[src/rtl/hub75_phy_div.sv]
// HUB75 panel PHY with divided shift clock.
// Streams one SDW-wide column word per CLK_DIV system cycles onto hub75_data,
// generates hub75_clk inside each bit period, pulses hub75_le on request and
// registers the row address / blanking controls.
// Optional build macro: HUB75_PHY_BLANK_GUARD_EN (blank forced during latch,
// address outputs only move while the panel is blanked).
//
// state   | meaning
// --------+-------------------------------------------------------------
// IDLE    | waiting; data word wins over latch request, hub75_clk held 1
// SHIFT   | presenting one word for CLK_DIV cycles, cnt = cycle in period
// LATCH   | hub75_le high for LE_LEN cycles, no handshakes accepted

module hub75_phy_div #(
   parameter int N_BANKS   = 2,
   parameter int N_ROWS    = 32,
   parameter int N_CHANS   = 3,
   parameter int PHY_N     = 1,
   parameter int PHY_AIR   = 0,
   parameter int CLK_DIV   = 4,
   parameter int CLK_PHASE = 2,
   parameter int LE_LEN    = 2,
   localparam int SDW        = N_BANKS * N_CHANS,
   localparam int LOG_N_ROWS = $clog2(N_ROWS)
) (
   input  logic                        clk,
   input  logic                        rst_n,
   input  logic [SDW-1:0]              phy_data,
   input  logic                        phy_data_valid,
   output logic                        phy_data_ready,
   input  logic                        phy_le_valid,
   output logic                        phy_le_ready,
   input  logic [LOG_N_ROWS-1:0]       phy_addr,
   input  logic                        phy_addr_inc,
   input  logic                        phy_addr_rst,
   input  logic                        phy_blank,
   output logic [SDW-1:0]              hub75_data,
   output logic [PHY_N-1:0]            hub75_clk,
   output logic [PHY_N-1:0]            hub75_le,
   output logic [PHY_N-1:0]            hub75_blank,
   output logic [PHY_N-1:0]            hub75_addr_inc,
   output logic [PHY_N-1:0]            hub75_addr_rst,
   output logic [PHY_N*LOG_N_ROWS-1:0] hub75_addr
);

   localparam int CW = 5;
   localparam logic [CW-1:0] DIV_M1 = CW'(CLK_DIV - 1);
   localparam logic [CW-1:0] PHASE  = CW'(CLK_PHASE);
   localparam logic [CW-1:0] LE_M1  = CW'(LE_LEN - 1);
   localparam logic INC_INV = 1'((PHY_AIR >> 1) & 1);
   localparam logic RST_INV = 1'((PHY_AIR >> 2) & 1);

   typedef enum logic [1:0] {
      ST_IDLE  = 2'd0,
      ST_SHIFT = 2'd1,
      ST_LATCH = 2'd2
   } state_t;

   state_t          state;
   logic [CW-1:0]   cnt;
   logic [CW-1:0]   cnt_inc;
   logic            rdy_en;
   logic            data_acc;
   logic            le_acc;
   logic            blank_next;
   logic            addr_upd;

   // rdy_en holds both ready outputs low until one full clock after reset release
   assign phy_data_ready = rdy_en & ((state == ST_IDLE) ||
                                     ((state == ST_SHIFT) && (cnt == DIV_M1)));
   assign phy_le_ready   = rdy_en & (state == ST_IDLE) & ~phy_data_valid;
   assign data_acc       = phy_data_valid & phy_data_ready;
   assign le_acc         = phy_le_valid & phy_le_ready;
   assign cnt_inc        = cnt + 1'b1;

`ifdef HUB75_PHY_BLANK_GUARD_EN
   // Entering latch, during latch and the cycle after it the panel stays blanked.
   assign blank_next = phy_blank | (state == ST_LATCH) | le_acc;
   assign addr_upd   = hub75_blank[0];
`else
   assign blank_next = phy_blank;
   assign addr_upd   = 1'b1;
`endif

   // Sequencer: shift-word divider, latch pulse and registered clk/le/data.
   always_ff @(posedge clk or negedge rst_n) begin
      if (!rst_n) begin
         state      <= ST_IDLE;
         cnt        <= '0;
         rdy_en     <= 1'b0;
         hub75_data <= '0;
         hub75_clk  <= '1;
         hub75_le   <= '0;
      end else begin
         rdy_en <= 1'b1;
         case (state)
            ST_IDLE: begin
               if (data_acc) begin
                  state      <= ST_SHIFT;
                  cnt        <= '0;
                  hub75_data <= phy_data;
                  hub75_clk  <= '0;
               end else if (le_acc) begin
                  state    <= ST_LATCH;
                  cnt      <= '0;
                  hub75_le <= '1;
               end
            end
            ST_SHIFT: begin
               if (cnt == DIV_M1) begin
                  cnt <= '0;
                  if (data_acc) begin
                     hub75_data <= phy_data;
                     hub75_clk  <= '0;
                  end else begin
                     state     <= ST_IDLE;
                     hub75_clk <= '1;
                  end
               end else begin
                  cnt       <= cnt_inc;
                  hub75_clk <= {PHY_N{cnt_inc >= PHASE}};
               end
            end
            ST_LATCH: begin
               if (cnt == LE_M1) begin
                  state    <= ST_IDLE;
                  cnt      <= '0;
                  hub75_le <= '0;
               end else begin
                  cnt <= cnt_inc;
               end
            end
            default: begin
               state     <= ST_IDLE;
               cnt       <= '0;
               hub75_clk <= '1;
               hub75_le  <= '0;
            end
         endcase
      end
   end

   // Blanking is a plain one-cycle register of the (possibly guarded) request.
   always_ff @(posedge clk or negedge rst_n) begin
      if (!rst_n) hub75_blank <= '1;
      else        hub75_blank <= {PHY_N{blank_next}};
   end

   generate
      if (PHY_AIR == 0) begin : g_bin
         logic unused_air;
         assign unused_air     = &{1'b0, phy_addr_inc, phy_addr_rst};
         assign hub75_addr_inc = '0;
         assign hub75_addr_rst = '0;

         // Binary row address replicated to every panel port.
         always_ff @(posedge clk or negedge rst_n) begin
            if (!rst_n)        hub75_addr <= '0;
            else if (addr_upd) hub75_addr <= {PHY_N{phy_addr}};
         end
      end else begin : g_air
         logic unused_addr;
         assign unused_addr = &{1'b0, phy_addr};
         assign hub75_addr  = '0;

         // Increment/reset row drive with per-signal polarity inversion.
         always_ff @(posedge clk or negedge rst_n) begin
            if (!rst_n) begin
               hub75_addr_inc <= {PHY_N{INC_INV}};
               hub75_addr_rst <= {PHY_N{RST_INV}};
            end else if (addr_upd) begin
               hub75_addr_inc <= {PHY_N{phy_addr_inc ^ INC_INV}};
               hub75_addr_rst <= {PHY_N{phy_addr_rst ^ RST_INV}};
            end
         end
      end
   endgenerate

endmodule

[config.mk]
export PLATFORM = sky130hd
export DESIGN_NAME = hub75_phy_div
export DESIGN_NICKNAME = d
export VERILOG_FILES = /design/src/rtl/hub75_phy_div.sv
export SDC_FILE = /design/constraint.sdc
export NUM_CORES = 1
export LEC_CHECK = 0
export ABC_AREA = 1
export ABC_CLOCK_PERIOD_IN_PS = 1810
export BUFFER_PORTS_ARGS = -buffer_cell sky130_fd_sc_hd__buf_2
export CAP_MARGIN = 20
export CORE_MARGIN = 1.5
export CORE_UTILIZATION = 49
export CTS_CLUSTER_SIZE = 8
export DETAILED_ROUTE_END_ITERATION = 7
export PLACE_DENSITY = 0.89
export SLEW_MARGIN = 10
export SYNTH_ARGS = -nofsm -noshare
export SYNTH_HDL_FRONTEND = slang
export SYNTH_SLANG_ARGS = --single-unit
[constraint.sdc]
create_clock -name clk -period 1.81 [get_ports clk]
set_input_delay 0.181 -clock clk [delete_from_list [all_inputs] [get_ports clk]]
set_output_delay 0.181 -clock clk [all_outputs]
set_load 0.02 [all_outputs]
== Yosys cells after proc, flatten, opt, wreduce, memory -nomap -nowiden ==
Index checks and enable logic that the tools add are counted.

* $add $sub $neg: 1
* Order comparisons: 1
* Equal/unequal tests: 11
* Mux-type cells: 22
* Bitwise gates (word level): 8
* Reductions and logical operators: 8

{| class="wikitable"
|+ Operators with widths
! operator !! number
|-
| $mux W5 || 4
|-
| $pmux W5 S3 || 1
|-
| $mux W6 || 2
|-
| $pmux W6 S2 || 1
|-
| $mux W2 || 5
|-
| $ne A2 B2 Y1 const B || 5
|-
| $reduce_and A4 Y1 || 2
|-
| $mux W1 || 6
|-
| $pmux W1 S3 || 2
|-
| $pmux W2 S3 || 1
|-
| $add A5 B1 Y5 const B || 1
|-
| $and A1 B1 Y1 || 5
|-
| $eq A5 B1 Y1 const B || 1
|-
| $eq A5 B2 Y1 const B || 1
|-
| $ge A5 B2 Y1 const B || 1
|-
| $reduce_and A2 Y1 || 2
|-
| $ne A3 B3 Y1 const B || 1
|-
| $not A1 Y1 || 3
|-
| $eq A2 B1 Y1 const B || 1
|-
| $eq A2 B2 Y1 const B || 1
|-
| $logic_not A2 Y1 || 1
|-
| $ne A2 B1 Y1 const B || 1
|-
| $reduce_bool A2 Y1 || 1
|-
| $logic_and A1 B1 Y1 || 1
|-
| $logic_or A1 B1 Y1 || 1
|}

* Register bits: 22
* Word-level logic and storage cells: 59

== Longest topological paths before layout ==
Gate-level depths: netlist of the first run.

* Depth in word-level cells: 8
* Mapped depth: 10
* Depth with buffers taken out: 10

== Least setup slack after synthesis of the first run ==
Ideal clock, no wire load.

* Kind: register to register
* From: reg state[0]
* To: reg state[1]
* Library setup time: 0.117 ns
* Data arrival time: 1.409 ns
* Required time: 1.693 ns
* Slack: 0.283 ns
* Stages on the path, launching flop included: 10
* Buffers on the path: 0
* Period minus slack after synthesis: 1.527 ns
* Cell sequence: dfrtp_1 > inv_1 > ha_1 > inv_1 > nor3_4 > nand2_2 > nand2_4 > nand3_1 > nand2_1 > nand2_1

{| class="wikitable"
|+ RTL lines
! element !! RTL line !! source
|-
| start: declaration || 59 || <nowiki>state_t state;</nowiki>
|-
| start signal: assignment || 88 || <nowiki>state <= ST_IDLE;</nowiki>
|-
| start signal: assignment || 99 || <nowiki>state <= ST_SHIFT;</nowiki>
|-
| start signal: assignment || 104 || <nowiki>state <= ST_LATCH;</nowiki>
|-
| $logic_not A2 Y1 || 71 || <nowiki>assign phy_le_ready = rdy_en & (state == ST_IDLE) & ~phy_data_valid;</nowiki>
|-
| $and A1 B1 Y1 (2 in series) || 71 ||
|-
| via phy_le_ready || 32 || <nowiki>output logic phy_le_ready,</nowiki>
|-
| $and A1 B1 Y1 || 73 || <nowiki>assign le_acc = phy_le_valid & phy_le_ready;</nowiki>
|-
| $ne A3 B3 Y1 (no source line) || -- ||
|-
| $reduce_and A4 Y1 (no source line) || -- ||
|}

The timed path passes the listed nets, and every way through them passes these cells.
A chain may end at the register's enable or synchronous reset.

== Worst setup path in the final report of the first run ==
* From: reg cnt[0]
* To: out phy_data_ready

* Longest elaborated chain between the ends: 4

{| class="wikitable"
|+ Ends and longest elaborated chain
! element !! RTL line !! source
|-
| start: declaration || 60 || <nowiki>logic [CW-1:0] cnt;</nowiki>
|-
| start signal: assignment || 120 || <nowiki>cnt <= cnt_inc;</nowiki>
|-
| start signal: assignment || 130 || <nowiki>cnt <= cnt_inc;</nowiki>
|-
| $eq A5 B2 Y1 || 70 || <nowiki>((state == ST_SHIFT) && (cnt == DIV_M1)));</nowiki>
|-
| $logic_and A1 B1 Y1 || 70 ||
|-
| $logic_or A1 B1 Y1 || 69 || <nowiki>assign phy_data_ready = rdy_en & ((state == ST_IDLE) ||</nowiki>
|-
| $and A1 B1 Y1 || 69 ||
|-
| end: declaration || 30 || <nowiki>output logic phy_data_ready,</nowiki>
|}

Every way passes these cells.

==> results.md, run 1 <==
* Status: completed
* Max Fclk at 566.7 MHz
* R2r setup slk at 230 ps
* CP max FO at 4
* Worst path cell trace: ha_2, inv_1, nor2_4, nand3_2, a21oi_1, buf_4
* Nets at 190
* DR top layer: met4
* Hold path start: phy_data[2]
* Post-synth top area share at 45.77%
* CTS H-Tree Depth at 1
* Post-Syn Area per Cell at 8.964 um2
* Seq/Total Area, Yosys at 50.57%
* Detailed-router iteration count before antenna repair at 4
* WHS at 68.51 ps
* Critical path data arrival time at 1580 ps
* Core area at 0.002022 mm2
* Most frequent cells in the layout: nand2_1, buf_2, dfrtp_1
* Clock latency on the worst-skew pair at 300 ps
* CTS clk-pin slew, worst paths at 120 ps
* Period utilization at 97.49%
* Leading cell type in the layout, fill and taps excluded: nand2_1
* Ant diodes at 0
* Final Power at 1.908 mW
* Post-synthesis cell area at 0.001094 mm2
* Vias/cell at 5.378
* Setup CP Type: reg -> out
* Fin Clk Skew at 3.748 ps
* Number of synthesized flops with an enable pin at 0
* Port buffer count at 31
* CTS sink cnt at 22
* Async SR Flop Fraction at 100.0%
* Synth Instances at 122
* Share of cells above drive strength 1 at 31.33%
* Met2 WL at 1369 um
* CTS Buf Count at 3
* First-pass GRT wire length at 4050 um
* Yosys top cell by area: dfrtp_1
* Vias in the first global route at 972
* Main area contributors after synthesis: dfrtp_1, nand2_1, ha_1
* Met3 Wirelength at 179 um
* Fin cells at 193
* Area delta synth->final at 31.12%
* VDD IR max at 0.001236 V
* DR WL/cell at 13.23 um
* Clk root buf: clkbuf_4
* Reg-to-reg endpoint: state[1]
* Final Util at 70.92%
* Die X at 50.24 um
* M1 WL at 973 um
* Yosys Warn Count at 0
* Initial antenna violation count at 0
* Pin count of the biggest net entering global routing at 23
* DRC viols at 0
* Hold Path Depth at 3
* Worst r2r path cells at 9
* Die height at 50.24 um
* Boundary pin count at 36
* Power per Cell Area at 1331 mW/mm2
* Cell variety after synth at 21
* Dpl hpwl at 1815 um
* Endpoint class of the critical path: output pin
* GRT Util Overall at 21.51%
* Routed WL at 2554 um
* Max Slew Vio Count at 0
* Post-synth top flop: dfrtp_1
* LEAKAGE at 0.7445 nW
* MaxCap Viol Count at 0
* Die ar. at 0.002524 mm2
* Vias at 1038
* Initial drt markers at 40
* Finish-stage setup viols at 0
* Row count at 16
* Worst stage delay on the critical path at 390 ps
* GP Congestion at 0.8162
* CTS tree: built
* GRT overflow at 0
* Final Hold Viols at 0
* Bufs on Longest Clock Path at 2
* Tmin final at 1765 ps
* Worst setup SP type: flip-flop
* Min-delay worst type: in -> reg
* Slowest-stage cell, CP: dfrtp_1
* Worst R2R Start: state[0]
* Min-Delay Endpoint: hub75_data[2]
* Placed cell count at 181
* Register bit count reported by yosys at 22
* Initial cell density of the core at 54.08%
* Final ANT Viol Nets at 0
* Crit path required time at 1630 ps
-- layer usage --
layer  track usage [%]  vias up
met2             39.69       62
met3             4.762        5
li1                  -      487
met5                 0        -
met1             23.24      484
met4             9.259        0
-- critical path: cells and delay by family (launching register included) --
family / cells / cell delay (ps)
and+or+nand+nor: 2 / 220
buffers and inverters: 2 / 270
AOI/OAI and AO/OA: 1 / 190
adders and majority gates: 1 / 220
DFF: 1 / 390
-- cell usage after synthesis (2+ instances only) --
library cell	instances
ha_1	5
dfrtp_1	20
inv_1	13
nand2_1	36
conb_1	2
nor2_1	4
nand3_4	2
nand3_1	9
dfstp_2	2
nand4_1	6
buf_4	2
a21oi_1	2
o21ai_0	9
o22ai_1	3
-- layout make-up --
class                           instances  area [um2]
Tap cell                               27       33.78
Clock buffer                            3       22.52
Inverter                               14       52.55
Fill cell                             154       588.1
Timing Repair Buffer                   41       250.2
Clock inverter                          1       30.03
Multi-Input combinational cell         85       491.7
Sequential cell                        22       553.0
-- per-stage QoR --
step	setup TNS [ps]	cell area [um2]	setup slack, ps
after global routing	-75.21	1434	-75.21
final	0	1434	45.35
after detailed placement	0	1286	132.2
after global placement	0	1286	299.5
after floorplan	0	1097	283.4
after CTS	0	1419	42.92
-- registers in the layout, indices dropped and copies added (netlist names) --
name / cells
cnt: 5
hub75_addr: 5
hub75_blank: 1
hub75_clk: 1
hub75_data: 6
hub75_le: 1
rdy_en: 1
state: 2
-- worst max path at each step --
stage          slack [ps]              to  cells past startpoint  startpoint
4_1_cts                40  phy_data_ready                      6      cnt[0]
5_1_grt               -80  phy_data_ready                      5    state[1]
3_5_place_dp          130   hub75_data[0]                      8      cnt[1]
6_report               50  phy_data_ready                      6      cnt[0]
3_3_place_gp          300   hub75_data[1]                      8      cnt[1]
2_1_floorplan         280        state[1]                      9    state[0]
-- what timing repair did --
item / CTS / global route
buffers inserted: 1 / 0
endpoints found under the hold margin: 26 / 0
hold buffers: 7 / 0
endpoints found under the setup margin: 1 / 1
gates resized for setup: 1 / 4
-- where the power goes --
part	total [mW]	switching [mW]	internal, mW
Sequential	0.685	0.0679	0.617
Combinational	0.853	0.559	0.294
Clock	0.370	0.146	0.224
Total	1.91	0.773	1.13
-- cells by family (layout without fill, tap and decap cells) --
logic type	Yosys count	after routing	synth area share, %
AND/OR/NAND/NOR	62	62	29.29
flip-flops	22	22	50.57
buffers and inverters	16	59	6.178
AO/OA/AOI/OAI	15	15	7.552
adder cells (fa/ha/maj)	5	5	5.721
other	2	3	0.6868
No activity file was read; power rests on OpenSTA's default activity.
==> run 2: changes to the inputs <==
--- a/config.mk
+++ b/config.mk
@@ -6,10 +6,10 @@
 export NUM_CORES = 1
 export LEC_CHECK = 0
 export ABC_AREA = 1
-export ABC_CLOCK_PERIOD_IN_PS = 1810
-export BUFFER_PORTS_ARGS = -buffer_cell sky130_fd_sc_hd__buf_2
+export ABC_CLOCK_PERIOD_IN_PS = 1900
+export BUFFER_PORTS_ARGS = -buffer_cell sky130_fd_sc_hd__buf_4
 export CAP_MARGIN = 20
-export CORE_MARGIN = 1.5
+export CORE_MARGIN = 2
 export CORE_UTILIZATION = 49
 export CTS_CLUSTER_SIZE = 8
 export DETAILED_ROUTE_END_ITERATION = 7
==> constraint.sdc (replaced) <==
create_clock -name clk -period 1.9 [get_ports clk]
set_input_delay 0.19 -clock clk [delete_from_list [all_inputs] [get_ports clk]]
set_output_delay 0.19 -clock clk [all_outputs]
set_load 0.02 [all_outputs]
==> results.md, run 2 (same netlist as run 1, synthesis figures left out) <==
* Largest registers: hub75_data x6, cnt x5, hub75_addr x5 (unchanged)
* Finish-stage setup viols at 0 (unchanged)
* Detailed-router iteration count before antenna repair at 4 (unchanged)
* Final Util at 68.34% (was 70.92%)
* Vias at 1018 (was 1038)
* Worst path cell trace: ha_2, inv_1, nor2_1, nand3_1, a21oi_1, buf_4 (was ha_2, inv_1, nor2_4, nand3_2, a21oi_1, buf_4)
* Crit path required time at 1710 ps (was 1630 ps)
* Finished Cell Area at 0.001483 mm2 (was 0.001434 mm2)
* Endpoint class of the critical path: output pin (unchanged)
* Routed WL at 2817 um (was 2554 um)
* Clock latency on the worst-skew pair at 320 ps (was 300 ps)
* Most frequent cells in the layout: nand2_1, buf_4, dfrtp_1 (was nand2_1, buf_2, dfrtp_1)
* Final ANT Viol Nets at 0 (unchanged)
* Port buffer count at 31 (unchanged)
* Core area at 0.002170 mm2 (was 0.002022 mm2)
* Switching Share at 42.16% (was 40.51%)
* Min-delay worst type: in -> reg (unchanged)
* Initial antenna violation count at 0 (unchanged)
* Setup CP Type: reg -> out (unchanged)
* MaxCap Viol Count at 0 (unchanged)
* Initial drt markers at 35 (was 40)
* LEAKAGE at 0.7592 nW (was 0.7445 nW)
* Crit path buffers/inverters at 2 (unchanged)
* GP Congestion at 0.7876 (was 0.8162)
* Die height at 51.24 um (was 50.24 um)
* Clock network power share at 14.9% (was 19.4%)
* Row count at 17 (was 16)
* Multi-input logic area at 479.2 um2 (was 491.7 um2)
* Fillers at 156 (was 154)
* CTS sink cnt at 22 (unchanged)
* Final Hold Viols at 0 (unchanged)
* Clk root buf: clkbuf_4 (unchanged)
* CTS clk-pin slew, worst paths at 130 ps (was 120 ps)
* Post-place setup slack at 182.6 ps (was 132.2 ps)
* Vias in the first global route at 1038 (was 972)
* Die ar. at 0.002626 mm2 (was 0.002524 mm2)
* Ant diodes at 0 (unchanged)
* Share of cells above drive strength 1 at 30.72% (was 31.33%)
* CTS H-Tree Depth at 1 (unchanged)
* P_sw at 0.7604 mW (was 0.7729 mW)
* Register area at 554.3 um2 (was 553.0 um2)
* Slowest-stage cell, CP: dfrtp_2 (was dfrtp_1)
* Tmin final at 1778 ps
* CTS Buf Count at 3 (unchanged)
* Vias/cell at 5.247 (was 5.378)
* VDD IR max at 0.001113 V (was 0.001236 V)
* First-pass GRT wire length at 4471 um (was 4050 um)
* Max Slew Vio Count at 0 (unchanged)
* Initial cell density of the core at 50.40% (was 54.08%)
* DRC viols at 0 (unchanged)
* Worst path top cell family by delay: flip-flops (unchanged)
* CTS tree: built (unchanged)
* Fin cells at 194 (was 193)
* Power per Cell Area at 1217 mW/mm2 (was 1331 mW/mm2)
* Setup ws final at 122.2 ps (was 45.35 ps)
* Register with the most flip-flops: hub75_data (unchanged)
* Max Fclk at 562.5 MHz
* Area delta synth->final at 35.58% (was 31.12%)
* Status: completed (unchanged)
* Hold Path Depth at 3 (unchanged)
* Fin Clk Skew at 4.460 ps (was 3.748 ps)
* Placed cell count at 181 (unchanged)
* Internal power at 1.043 mW (was 1.135 mW)
* Gate power share at 48.4% (was 44.7%)
* Boundary pin count at 36 (unchanged)
* Worst stage delay on the critical path at 420 ps (was 390 ps)
* Worst setup SP type: flip-flop (unchanged)
* Pin count of the biggest net entering global routing at 23 (unchanged)
* Leading cell type in the layout, fill and taps excluded: nand2_1 (unchanged)
* CP max FO at 4 (unchanged)
* GRT Util Overall at 24.06% (was 21.51%)
* Worst r2r path cells at 8 (was 9)
* Nets at 190 (unchanged)
* Flop pwr share at 36.6% (was 35.9%)
* GRT overflow at 0 (unchanged)
* Critical path data arrival time at 1590 ps (was 1580 ps)
* Bufs on Longest Clock Path at 2 (unchanged)
* WP depth at 6 (unchanged)
* Period utilization at 93.57%
* Dpl hpwl at 1796 um (was 1815 um)
* Post-DP Area at 0.001358 mm2 (was 0.001286 mm2)
* Largest register FFs at 6 (unchanged)
* DR WL/cell at 14.52 um (was 13.23 um)
* Die X at 51.24 um (was 50.24 um)
==> run 2: cell count changes in the layout (fill, tap and decap cells not counted), sizes merged <==
cell / change
bufinv: -1
clkbuf: +1
==> run 2: per-layer routing <==
metal / part of all wire [%] / GRT usage, % / vias up
li1: - / - / 481
met1: 38 / 26.82 / 487
met2: 54 / 43.72 / 45
met3: 5.6 / 4.386 / 5
met4: 2.0 / 11.84 / 0
met5: 0 / 0 / -
==> run 2: path summary, 6_finish.rpt <==
| check | from | end | slack, ps |
|---|---|---|---|
| hold reg to reg | hub75_le | hub75_le | 510 |
| hold / removal | phy_data[2] | hub75_data[2] | 80 |
| setup / recovery | cnt[0] | phy_data_ready | 120 |
| min in group asynchronous | rst_n | state[1] | 280 |
| setup reg to reg | cnt[0] | hub75_data[5] | 220 |
| max in group asynchronous | rst_n | hub75_blank | 1340 |
==> run 2: area by class of cell <==
type	count	share of cell area (%)
Sequential cell	22	37.38
Multi-Input combinational cell	85	32.32
Timing Repair Buffer	41	21.94
Tap cell	28	2.363
Inverter	14	3.544
Clock buffer	4	2.447
==> run 2: repair_timing <==
| action | in CTS | in global routing |
|---|---|---|
| setup endpoints to repair | 0 | 7 |
| endpoints found under the hold margin | 27 | 0 |
| hold buffers | 7 | 0 |
| gates resized for setup | 0 | 2 |
| setup buffers | 0 | 2 |
==> run 2: power by group through the flow <==
stage          clock, mW  sequential [mW]  combinational (mW)
6_report           0.270            0.660               0.874
5_1_grt            0.293            0.668               0.954
4_1_cts            0.269            0.658               0.847
3_5_place_dp           0            0.666               0.832
3_3_place_gp           0            0.662               0.798
2_1_floorplan          0            0.765               0.429
==> run 2: through the flow <==
stage | hold slack [ps] | power, mW | TNS, ps
final | 80.72 | 1.804 | 0
after global routing | 82.39 | 1.914 | -3.844
after CTS | 53.57 | 1.774 | 0
after detailed placement | 90.24 | 1.498 | 0
after global placement | 88.85 | 1.460 | 0
after floorplan | -105.6 | 1.194 | 0
==> run 2: worst min-delay path: stages <==
cell and delay, ps:
buf_4 80, nand2_1 50, nand2_1 60
